**src/rtl/stack_cpu_core.sv**
```systemverilog
// Multi-cycle stack-machine CPU: one unified memory port, internal operand stack,
// run enable, and sticky overflow/underflow fault halt.
module stack_cpu_core #(
    parameter int DATA_W      = 8,
    parameter int ADDR_W      = 5,
    parameter int STACK_DEPTH = 8,
    localparam int SP_W       = $clog2(STACK_DEPTH + 1)
) (
    input  logic              clk,
    input  logic              rst_n,
    input  logic              en,
    output logic [ADDR_W-1:0] mem_addr,
    input  logic [DATA_W-1:0] mem_rdata,
    output logic [DATA_W-1:0] mem_wdata,
    output logic              mem_we,
    output logic [ADDR_W-1:0] pc,
    output logic [SP_W-1:0]   sp_count,
    output logic [DATA_W-1:0] tos,
    output logic              z,
    output logic              halted,
    output logic [1:0]        fault
);
    localparam int IDX_W = (STACK_DEPTH > 1) ? $clog2(STACK_DEPTH) : 1;

    localparam logic [2:0] S_FETCH  = 3'd0;
    localparam logic [2:0] S_DECODE = 3'd1;
    localparam logic [2:0] S_MEM    = 3'd2;
    localparam logic [2:0] S_ALU1   = 3'd3;
    localparam logic [2:0] S_ALU2   = 3'd4;
    localparam logic [2:0] S_EXNOT  = 3'd5;
    localparam logic [2:0] S_HALT   = 3'd6;

    localparam logic [2:0] OP_PUSH = 3'b000;
    localparam logic [2:0] OP_POP  = 3'b001;
    localparam logic [2:0] OP_ADD  = 3'b010;
    localparam logic [2:0] OP_SUB  = 3'b011;
    localparam logic [2:0] OP_AND  = 3'b100;
    localparam logic [2:0] OP_NOT  = 3'b101;
    localparam logic [2:0] OP_JMP  = 3'b110;
    localparam logic [2:0] OP_JZ   = 3'b111;

    localparam logic [1:0] F_NONE  = 2'b00;
    localparam logic [1:0] F_OVER  = 2'b01;
    localparam logic [1:0] F_UNDER = 2'b10;

    localparam logic [SP_W-1:0] SP_FULL = SP_W'(STACK_DEPTH);

    logic [2:0]        state;
    logic [DATA_W-1:0] ir;
    logic [DATA_W-1:0] b;
    logic [DATA_W-1:0] stack [STACK_DEPTH];
    logic [DATA_W-1:0] alu_res;
    logic [2:0]        opcode;
    logic [ADDR_W-1:0] opnd;
    logic [IDX_W-1:0]  top_idx;
    logic [IDX_W-1:0]  push_idx;

    assign opcode   = ir[ADDR_W+2:ADDR_W];
    assign opnd     = ir[ADDR_W-1:0];
    assign top_idx  = IDX_W'(sp_count - 1'b1);
    assign push_idx = IDX_W'(sp_count);

    assign tos       = (sp_count == '0) ? '0 : stack[top_idx];
    assign mem_addr  = (state == S_MEM) ? opnd : pc;
    assign mem_wdata = tos;
    assign mem_we    = en && (state == S_MEM) && (opcode == OP_POP);
    assign halted    = (state == S_HALT);

    // In ALU2 the top entry is the original NOS; B holds the popped top.
    always_comb begin
        alu_res = '0;
        case (opcode)
            OP_ADD:  alu_res = tos + b;
            OP_SUB:  alu_res = tos - b;
            OP_AND:  alu_res = tos & b;
            default: alu_res = '0;
        endcase
    end

    // Stack storage has no reset: entries above sp_count are never observed.
    always_ff @(posedge clk) begin
        if (en) begin
            case (state)
                S_MEM:   if (opcode == OP_PUSH) stack[push_idx] <= mem_rdata;
                S_ALU2:  stack[top_idx] <= alu_res;
                S_EXNOT: stack[top_idx] <= ~tos;
                default: ;
            endcase
        end
    end

    always_ff @(posedge clk or negedge rst_n) begin
        if (!rst_n) begin
            state    <= S_FETCH;
            pc       <= '0;
            ir       <= '0;
            b        <= '0;
            sp_count <= '0;
            z        <= 1'b0;
            fault    <= F_NONE;
        end else if (en) begin
            case (state)
                S_FETCH: begin
                    ir    <= mem_rdata;
                    pc    <= pc + 1'b1;
                    state <= S_DECODE;
                end
                S_DECODE: begin
                    if (opcode == OP_PUSH && sp_count == SP_FULL) begin
                        fault <= F_OVER;
                        state <= S_HALT;
                    end else if ((opcode == OP_POP || opcode == OP_NOT || opcode == OP_JZ)
                                 && sp_count == '0) begin
                        fault <= F_UNDER;
                        state <= S_HALT;
                    end else if ((opcode == OP_ADD || opcode == OP_SUB || opcode == OP_AND)
                                 && sp_count < SP_W'(2)) begin
                        fault <= F_UNDER;
                        state <= S_HALT;
                    end else begin
                        case (opcode)
                            OP_PUSH, OP_POP:        state <= S_MEM;
                            OP_ADD, OP_SUB, OP_AND: state <= S_ALU1;
                            OP_NOT:                 state <= S_EXNOT;
                            OP_JMP: begin
                                pc    <= opnd;
                                state <= S_FETCH;
                            end
                            default: begin
                                if (tos == '0) pc <= opnd;
                                state <= S_FETCH;
                            end
                        endcase
                    end
                end
                S_MEM: begin
                    if (opcode == OP_PUSH) sp_count <= sp_count + 1'b1;
                    else                   sp_count <= sp_count - 1'b1;
                    state <= S_FETCH;
                end
                S_ALU1: begin
                    b        <= tos;
                    sp_count <= sp_count - 1'b1;
                    state    <= S_ALU2;
                end
                S_ALU2: begin
                    z     <= (alu_res == '0);
                    state <= S_FETCH;
                end
                S_EXNOT: begin
                    z     <= (~tos == '0);
                    state <= S_FETCH;
                end
                default: state <= S_HALT;
            endcase
        end
    end
endmodule

```
**config.mk**
```make
export PLATFORM = sky130hd
export DESIGN_NAME = stack_cpu_core
export DESIGN_NICKNAME = d
export VERILOG_FILES = /design/src/rtl/stack_cpu_core.sv
export SDC_FILE = /design/constraint.sdc
export NUM_CORES = 1
export LEC_CHECK = 0
export CAP_MARGIN = 20
export CORE_MARGIN = 2
export CORE_UTILIZATION = 55
export CTS_CLUSTER_SIZE = 10
export DETAILED_ROUTE_END_ITERATION = 12
export GPL_ROUTABILITY_DRIVEN = 0
export PLACE_DENSITY = 0.84
export SLEW_MARGIN = 10
export SYNTH_ARGS = -nofsm -noshare
export SYNTH_HDL_FRONTEND = slang
export SYNTH_SLANG_ARGS = --single-unit
```
**constraint.sdc**
```tcl
create_clock -name clk -period 4.9 [get_ports clk]
set_input_delay 0.49 -clock clk [delete_from_list [all_inputs] [get_ports clk]]
set_output_delay 0.49 -clock clk [all_outputs]
set_load 0.005 [all_outputs]
```
==> Word level (Yosys, flattened, before mapping) <==
Memory sizes are Yosys's and may differ from the RTL's.
Cells that the tools add are included.
{ "word_totals": {"ram_bits": 64, "elab_cells": 100, "regBits": 31, "output_inout_bits": 35, "mem_count": 1, "inputBits": 11} }
{ "op_classes": {"n_mux": 34, "add_sub_neg": 5, "bitwise_logic": 3, "n_reduce_logical": 30, "n_eq_ne": 19, "magnitude_cmp": 1} }
{ "memory_table": {"columns": ["memory", "words", "width", "read_ports", "rd_clocked_by_memory_dff", "write_ports", "line", "rtl"], "rows": [
  ["stack", 8, 8, 1, 0, 1, "51", "logic [DATA_W-1:0] stack [STACK_DEPTH];"]
]} }
{ "op_table": {"columns": ["cell", "count"], "rows": [
  ["two-way mux 5 bit", 5],
  ["logical NOT 8 bit", 3],
  ["two-way mux 8 bit", 3],
  ["case mux 8 bit (3 select lines)", 1],
  ["equality test 3 bit, second input constant", 7],
  ["case mux 5 bit (2 select lines)", 2],
  ["equality test 3 x 2 -> 1 bit, second input constant", 4],
  ["two-way mux 3 bit", 4],
  ["case mux 3 bit (4 select lines)", 1],
  ["two-way mux 1 bit", 11],
  ["case mux 3 bit (3 select lines)", 1],
  ["adder 8 bit", 1],
  ["bitwise AND 8 bit", 1],
  ["inequality test 2 bit, second input constant", 4],
  ["NOT 8 bit", 1],
  ["case mux 4 bit (2 select lines)", 1],
  ["AND reduction 2 bit", 4],
  ["OR reduction 8 bit", 1],
  ["subtractor 8 bit", 1],
  ["AND reduction 7 bit", 1],
  ["equality test 3 x 1 -> 1 bit, second input constant", 2],
  ["logical NOT 3 bit", 2],
  ["two-way mux 2 bit", 3],
  ["nonzero test 2 bit", 3],
  ["17 further kinds", 25]
]} }

==> Longest topological paths before layout <==
An unclocked memory read counts as a cell.
{ "logic_depth": {"depth_word": 10, "mapped_depth": 20, "ltp_nobuf": 17} }

==> Worst setup path after synthesis <==
No wires, ideal clock.
{ "synth_timing": {"path_kind": "reg2reg", "startpoint": "reg sp_count[0]", "endpoint": "mem stack[0][6], data pin", "setup_slack_ns": 0.525, "period_less_slack_ns": 4.375, "setup_ns": 0.265, "required_ns": 4.635, "path_stages_with_launch": 20, "arrival_ns": 4.110, "path_buffers": 4, "path_cell_list": "dfrtp_1 -> buf_6 -> inv_2 -> ha_1 -> buf_2 -> buf_1 -> clkbuf_1 -> mux4_2 -> nand2_1 -> o21ai_0 -> nand2_1 -> ha_1 -> inv_1 -> fa_1 -> a211oi_1 -> nor2_1 -> mux2i_1 -> o211ai_1 -> o22ai_1 -> o21ai_0"} }
{ "synth_via": {"elab_chain_len": 7, "word_cells_on_any_way": 11, "classes_between": "add/sub (3); mux (4); bitwise (2); reduce/logical (1); memory (1)"} }
{ "synth_lines": {"columns": ["element", "line", "rtl"], "rows": [
  ["start: declaration", "17", "output logic [SP_W-1:0] sp_count,"],
  ["start signal: assignment", "137", "if (opcode == OP_PUSH) sp_count <= sp_count + 1'b1;"],
  ["start signal: assignment", "138", "else sp_count <= sp_count - 1'b1;"],
  ["start signal: assignment", "143", "sp_count <= sp_count - 1'b1;"],
  ["subtractor 4 x 1 -> 4 bit", null, null],
  ["memory read (8 x 8 bit)", null, null],
  ["two-way mux 8 bit (*)", "63", "assign tos = (sp_count == '0) ? '0 : stack[top_idx];"],
  ["subtractor 8 bit (tied with other cells)", "74", "OP_SUB: alu_res = tos - b;"],
  ["case mux 8 bit (3 select lines)", "72", "case (opcode)"],
  ["two-way mux 8 bit (no line) (*) (2 in series)", null, null],
  ["end: declaration", "51", null]
]} }
Every way passes the cells marked *; elsewhere a longest branch is shown, timed or not.

==> Final worst setup path <==
{ "layout_timing": {"startpoint": "reg sp_count[1]", "endpoint": "reg z"} }
{ "layout_via": {"elab_chain_len": 7, "word_cells_on_any_way": 12, "classes_between": "add/sub (3); mux (3); bitwise (2); reduce/logical (3); memory (1)"} }
{ "layout_lines": {"columns": ["element", "line", "rtl"], "rows": [
  ["subtractor 4 x 1 -> 4 bit", null, null],
  ["memory read (8 x 8 bit)", null, null],
  ["two-way mux 8 bit (*)", "63", null],
  ["subtractor 8 bit (tied with other cells)", "74", null],
  ["case mux 8 bit (3 select lines)", "72", null],
  ["logical NOT 8 bit", "147", "z <= (alu_res == '0);"],
  ["case mux 1 bit (2 select lines) (*)", "102", "case (state)"],
  ["end signal: assignment", "147", null],
  ["end signal: assignment", "151", "z <= (~tos == '0);"],
  ["end: declaration", "19", "output logic z,"]
]} }
Marked as above.
A chain may end at the register's enable or synchronous reset.

==> results.md <==
* R2r worst-path depth at 14
* H-tree levels at 3
* Clock latency on the worst-skew pair at 370 ps
* DRC at 0
* Ranking of synthesized cells by area: edfxtp_1, dfrtp_1, nand2_1
* Fin cells at 652
* Via count at 3999
* Status: finished, final reports clean
* CP Class: register to register
* Area occupied by multi-input gates at 2460 sq um
* Final Net Count at 540
* Critical Path AT at 4880 ps
* Fin worst setup slack at 327 ps
* Vias per std cell at 6.13
* Synthesized net count at 505
* Global-route wire length before repair at 20.3 mm
* Setup crit start kind: register
* Post-CTS Setup Bufs at 0
* Slowest cell delay on critical path at 730 ps
* Worst Path Required at 5210 ps
* Slew headroom at 34.9%
* Routed WL per cell at 19.6 um
* IO buf count at 45
* Total negative slack at 0 ps
* Asr flop ratio synth at 32.6%
* GRT Total Usage at 25.3%
* Seq. cell area at 2700 sq um
* Iter 0 DRT Violations at 322
* Hold Fails Final Rpt at 0
* Final period util at 93.3%
* Ports at 46
* Top cell type's share of synthesized area at 35.7%
* CTS Buf Count at 9
* DP HPWL at 9.21 mm
* Clk slew on worst S/H paths at 100 ps
* Final ANT Viol Nets at 0
* Post_cts resized at 0
* Syn_area_per_cell at 11.2 sq um
* Crit end category: register
* Max_cap viols at 0
* ANT cells at 0
* Pin count of the biggest net entering global routing at 32
* CTS Sinks at 95
* Die H at 103 um
* Seq cells post-synth at 95
* Hold_buf cts at 0
* Hold WC Path Type: register to register
* Synth area leader: edfxtp_1
* Post-synthesis sequential area ratio at 50.1%
* CTS tree: yes
* Cell Area, Synth at 5380 sq um
* Cell count after synthesis at 479
* Clk_skew at 11.0 ps
* Die width at 103 um
* Synth top cells by count: edfxtp_1, nand2_1, o21ai_0, dfrtp_1, nor2_1
* Vias in the first global route at 3800
* Filler cell count at 772
* Critical path's slowest cell: ha_1
* Initial Utilization at 55.8%
* Routed WL at 12.8 mm
* Row count at 36
* Synth Flop Type: edfxtp_1
* Pre-CTS setup slack at 194 ps
* Unrepaired setup endpoints after global routing: no
* Library cells used by synthesis at 62
* Tightest Pin Transition at 968 ps
* Post-synth EDFFs at 64
* Clock Tree Root: clkbuf_8
* Count of final setup violators at 0
* Initial antenna violation count at 0
* Layout cells sized above 1 at 14.3%
* Crit Path Max Fanout at 19
* Pre-Repair DR Iteration Count at 5
* Core Box Area at 9640 sq um
* Final min period at 4570 ps
* Final slew viol count at 0
* Area grow syn2layout at 13.8%
* CTS Buffer Depth at 2
* DIE AREA at 10600 sq um
* Hold depth at 1
* Placed insts at 636
* Most common cell in the synthesized netlist: edfxtp_1
* Cell Chain, Critical Path: inv_1, ha_1, mux2_2, mux4_2, nand2_1, inv_1, fa_1, a21o_1, a211oi_1, nor2_1, a211o_1, nor4_1, o211a_1, a31o_1
* Total global routing overflow at 0
* CP most frequent cell: inv_1
* YS warnings at 0
* Highest clock rate at 0.219 GHz
registers in the layout (all words and copies together), names as in the netlist:
name	flops
b	8
fault	2
ir	8
pc	5
sp_count	4
stack	64
state	3
z	1
routing by layer:
| metal | GRT usage, % | vias up | wire [um] |
|---|---|---|---|
| met4 | 9.31 | 0 | 328 |
| met1 | 34.9 | 1920 | 5390 |
| met3 | 4.41 | 33 | 850 |
| li1 | - | 1851 | - |
| met2 | 40.5 | 195 | 6190 |
| met5 | 0 | - | 0 |
layout make-up:
type	count	area share [%]
clock inverters	7	1.31
flip-flops and latches	95	44.0
multi-input cells	337	40.2
inverters	14	0.858
well taps	133	2.72
clock buffers	9	2.02
repair buffers	57	8.83
placed cells by master, fill, tap and decap left out, types with 4 or more instances in the layout:
master           netlist  routed
edfxtp_1              64      64
nand2_1               60      60
clkdlybuf4s50_1        0      45
dfrtp_1               31      31
nor2_1                30      30
o21ai_0               32      29
a21oi_1               25      25
mux2_2                18      18
ha_1                  14      14
inv_1                 13      13
a31oi_1               12      12
buf_4                  8      12
mux4_2                 9       9
nor3_1                 9       9
nand3_1                9       9
clkbuf_8               0       9
o22ai_1                8       8
mux2_4                 8       8
xnor2_1                7       7
mux2i_1                6       6
xor2_1                 6       6
nand2b_1               5       5
a211oi_1               5       5
and3_1                 5       5
nor4_1                 4       4
nor2b_1                4       4
nand3b_1               4       4
or2_2                  4       4
cell families after synthesis:
group / synth area share [%]
AND/OR/NAND/NOR: 13.3
AO/OA/AOI/OAI: 13.6
flip-flops: 50.1
adder cells (fa/ha/maj): 3.63
XOR/XNOR: 2.93
buffers and inverters: 4.11
multiplexers: 12.3
final timing paths:
check	slack, ps	endpoint	start
worst max register to register	330	z$_DFFE_PN0P_	sp_count[1]$_DFFE_PN0P_
min in group asynchronous	520	pc[2]$_DFFE_PN0P_	rst_n
worst max-delay path	330	z$_DFFE_PN0P_	sp_count[1]$_DFFE_PN0P_
worst min register to register	510	fault[1]$_DFFE_PN0P_	fault[1]$_DFFE_PN0P_
max in group asynchronous	4070	sp_count[0]$_DFFE_PN0P_	rst_n
worst min-delay path	510	fault[1]$_DFFE_PN0P_	fault[1]$_DFFE_PN0P_
critical path: cells and delay by family, from the launching register on:
| family | cells | cell delay (ps) |
|---|---|---|
| flops | 1 | 510 |
| compound gates | 5 | 1070 |
| simple gates | 3 | 550 |
| buf+inv | 2 | 250 |
| mux | 2 | 920 |
| fa+ha+maj | 2 | 1220 |
metrics by stage:
stage          utilization, %  cell area [sq um]  hold WS [ps]
6_report                 63.5               6120           508
5_1_grt                  63.5               6120           545
4_1_cts                  63.5               6120           515
3_5_place_dp             61.4               5920           492
3_3_place_gp             61.4               5920           476
2_1_floorplan               -               5380           194
Power is left out: the tool's default activity adds up to more than one toggle a clock period on the data nets, which glitch-free logic cannot reach.
==> RTL edit, RTL diff (config.mk and constraints unchanged) <==
`DATA_W`: 8 -> 10.
--- a/src/rtl/stack_cpu_core.sv
+++ b/src/rtl/stack_cpu_core.sv
@@ -3,3 +3,3 @@
 module stack_cpu_core #(
-    parameter int DATA_W      = 8,
+    parameter int DATA_W      = 10,
     parameter int ADDR_W      = 5,
Interface: changed (resized mem_rdata, mem_wdata and tos); port bits go from 46 to 52. The function was not compared with the original's and may differ.
==> RTL edit against the unedited design <==
- synthesized area increased by 14%
- wire length increased by 18%
- cell count is 7.4% higher
- final area increased by 19%
- synthesized cell count up 3.5%
- first-iteration DRC count up 47%
- worst setup slack better by 6.3 ps
- count of clock-buffer cells in the layout increased by 8
- sequential cell count up 18
- fmax grew 0.14%
Power is not shown: default switching activity piles up to over one toggle a cycle in this logic, so the estimate is an artifact.
==> RTL edit: results (changes against the unedited design) <==
cell at the root of the clock tree clkbuf_8; Critical R2R Capture stack[0][9]$_DFFE_PP_; total nets after synthesis 526 (+4.2%); overall track demand over capacity in global routing 26.7% (+1.4 points); htree depth 4 (+1); count of buffers inserted at the top-level ports 51 (+13%); number of fill cells 761 (-1.4%); Crit Path Max Fanout 15 (-4); number of global-route vias before repair 4329 (+14%); Worst R2R Path Depth 14 (unchanged); Setup Skew 11.3 ps (+0.294 ps); Slowest-stage cell, CP ha_2; iteration count of the initial detailed-routing pass 6 (+1); EDFF count, synth 80 (+25%); post-synthesis sequential area ratio 52.6% (+2.5 points); count of nets after finishing 577 (+6.9%); total CTS buffers 17 (+8); CP Data Arrival Time 4780 ps (-100 ps); async set-reset flop share out of synthesis 29.2% (-3.4 points); violation count after the first detailed-route iteration 474 (+47%); Hold/Removal Path Class primary input to asynchronous set/reset pin; placed wire-length estimate 9900 um (+7.5%); wire length of the first global-routing pass 23100 um (+14%); clock transition at the register clock pins on the worst setup and hold paths after CTS 70 ps (-30 ps); clock network latency to the later pin of the worst-skew pair 520 ps (+150 ps); routed wire length 15000 um (+18%); distinct cell type count of the synthesized netlist 68 (+9.7%); top post-synthesis cells by count edfxtp_1, nand2_1, o21ai_0, dfrtp_1, nor2_1; max_slew headroom 27.8% (-7.1 points); registers with the most flip-flops stack x80, b x10, ir x8; end point of the critical path stack[0][9]$_DFFE_PP_; cell types with the largest area share after synthesis edfxtp_1, dfrtp_1, mux2_2; result of the run complete, no violations; maximum number of pins on one net before global-route repair 34 (+6.3%)
RTL edit: cell types whose count changed after synthesis, sizes merged, moves of 4 or more:
cell    delta
nor3       +4
o22ai      -6
clkbuf     -5
a21oi      -5
a31oi      -5
mux4       +8
edfxtp    +16
xor2       +5
nand2     -11
buf        +5
and2       +5
RTL edit: layout make-up:
class | count | share of cell area, %
Clock buffer | 17 | 5.66
Clock inverter | 15 | 2.36
Timing Repair Buffer | 65 | 8.42
Tap cell | 140 | 2.40
Inverter | 15 | 0.770
Multi-Input combinational cell | 335 | 36.2
Sequential cell | 113 | 44.2
RTL edit: through the flow:
step	std cells	setup WS [ps]	cell area [um2]	utilization (%)	hold WS (ps)
after floorplan	496	509	6130	-	194
after global placement	667	475	6710	61.9	462
after detailed placement	667	269	6710	61.9	491
after CTS	699	162	7300	67.3	388
after global routing	700	23.8	7310	67.4	413
final	700	334	7310	67.4	382
RTL edit: kinds of logic after synthesis:
kind of cell | after synthesis | share of synthesized area [%]
mux | 51 | 13.7
flops | 113 | 52.6
fa+ha+maj | 17 | 3.59
xor+xnor | 19 | 2.94
compound gates | 101 | 10.8
buf+inv | 48 | 4.24
simple gates | 147 | 12.1
RTL edit: repair_timing:
| action | CTS | global route |
|---|---|---|
| setup buffers | 0 | 0 |
| endpoints found under the setup margin | 0 | 8 |
| resized for setup | 0 | 1 |
RTL edit: metal layers:
layer / wire length (um) / part of all wire [%] / global-route usage (%)
met5: 0 / 0 / 0
met1: 5830 / 39 / 34.5
met4: 590 / 3.9 / 12.3
met3: 1260 / 8.4 / 7.53
met2: 7330 / 49 / 42.0
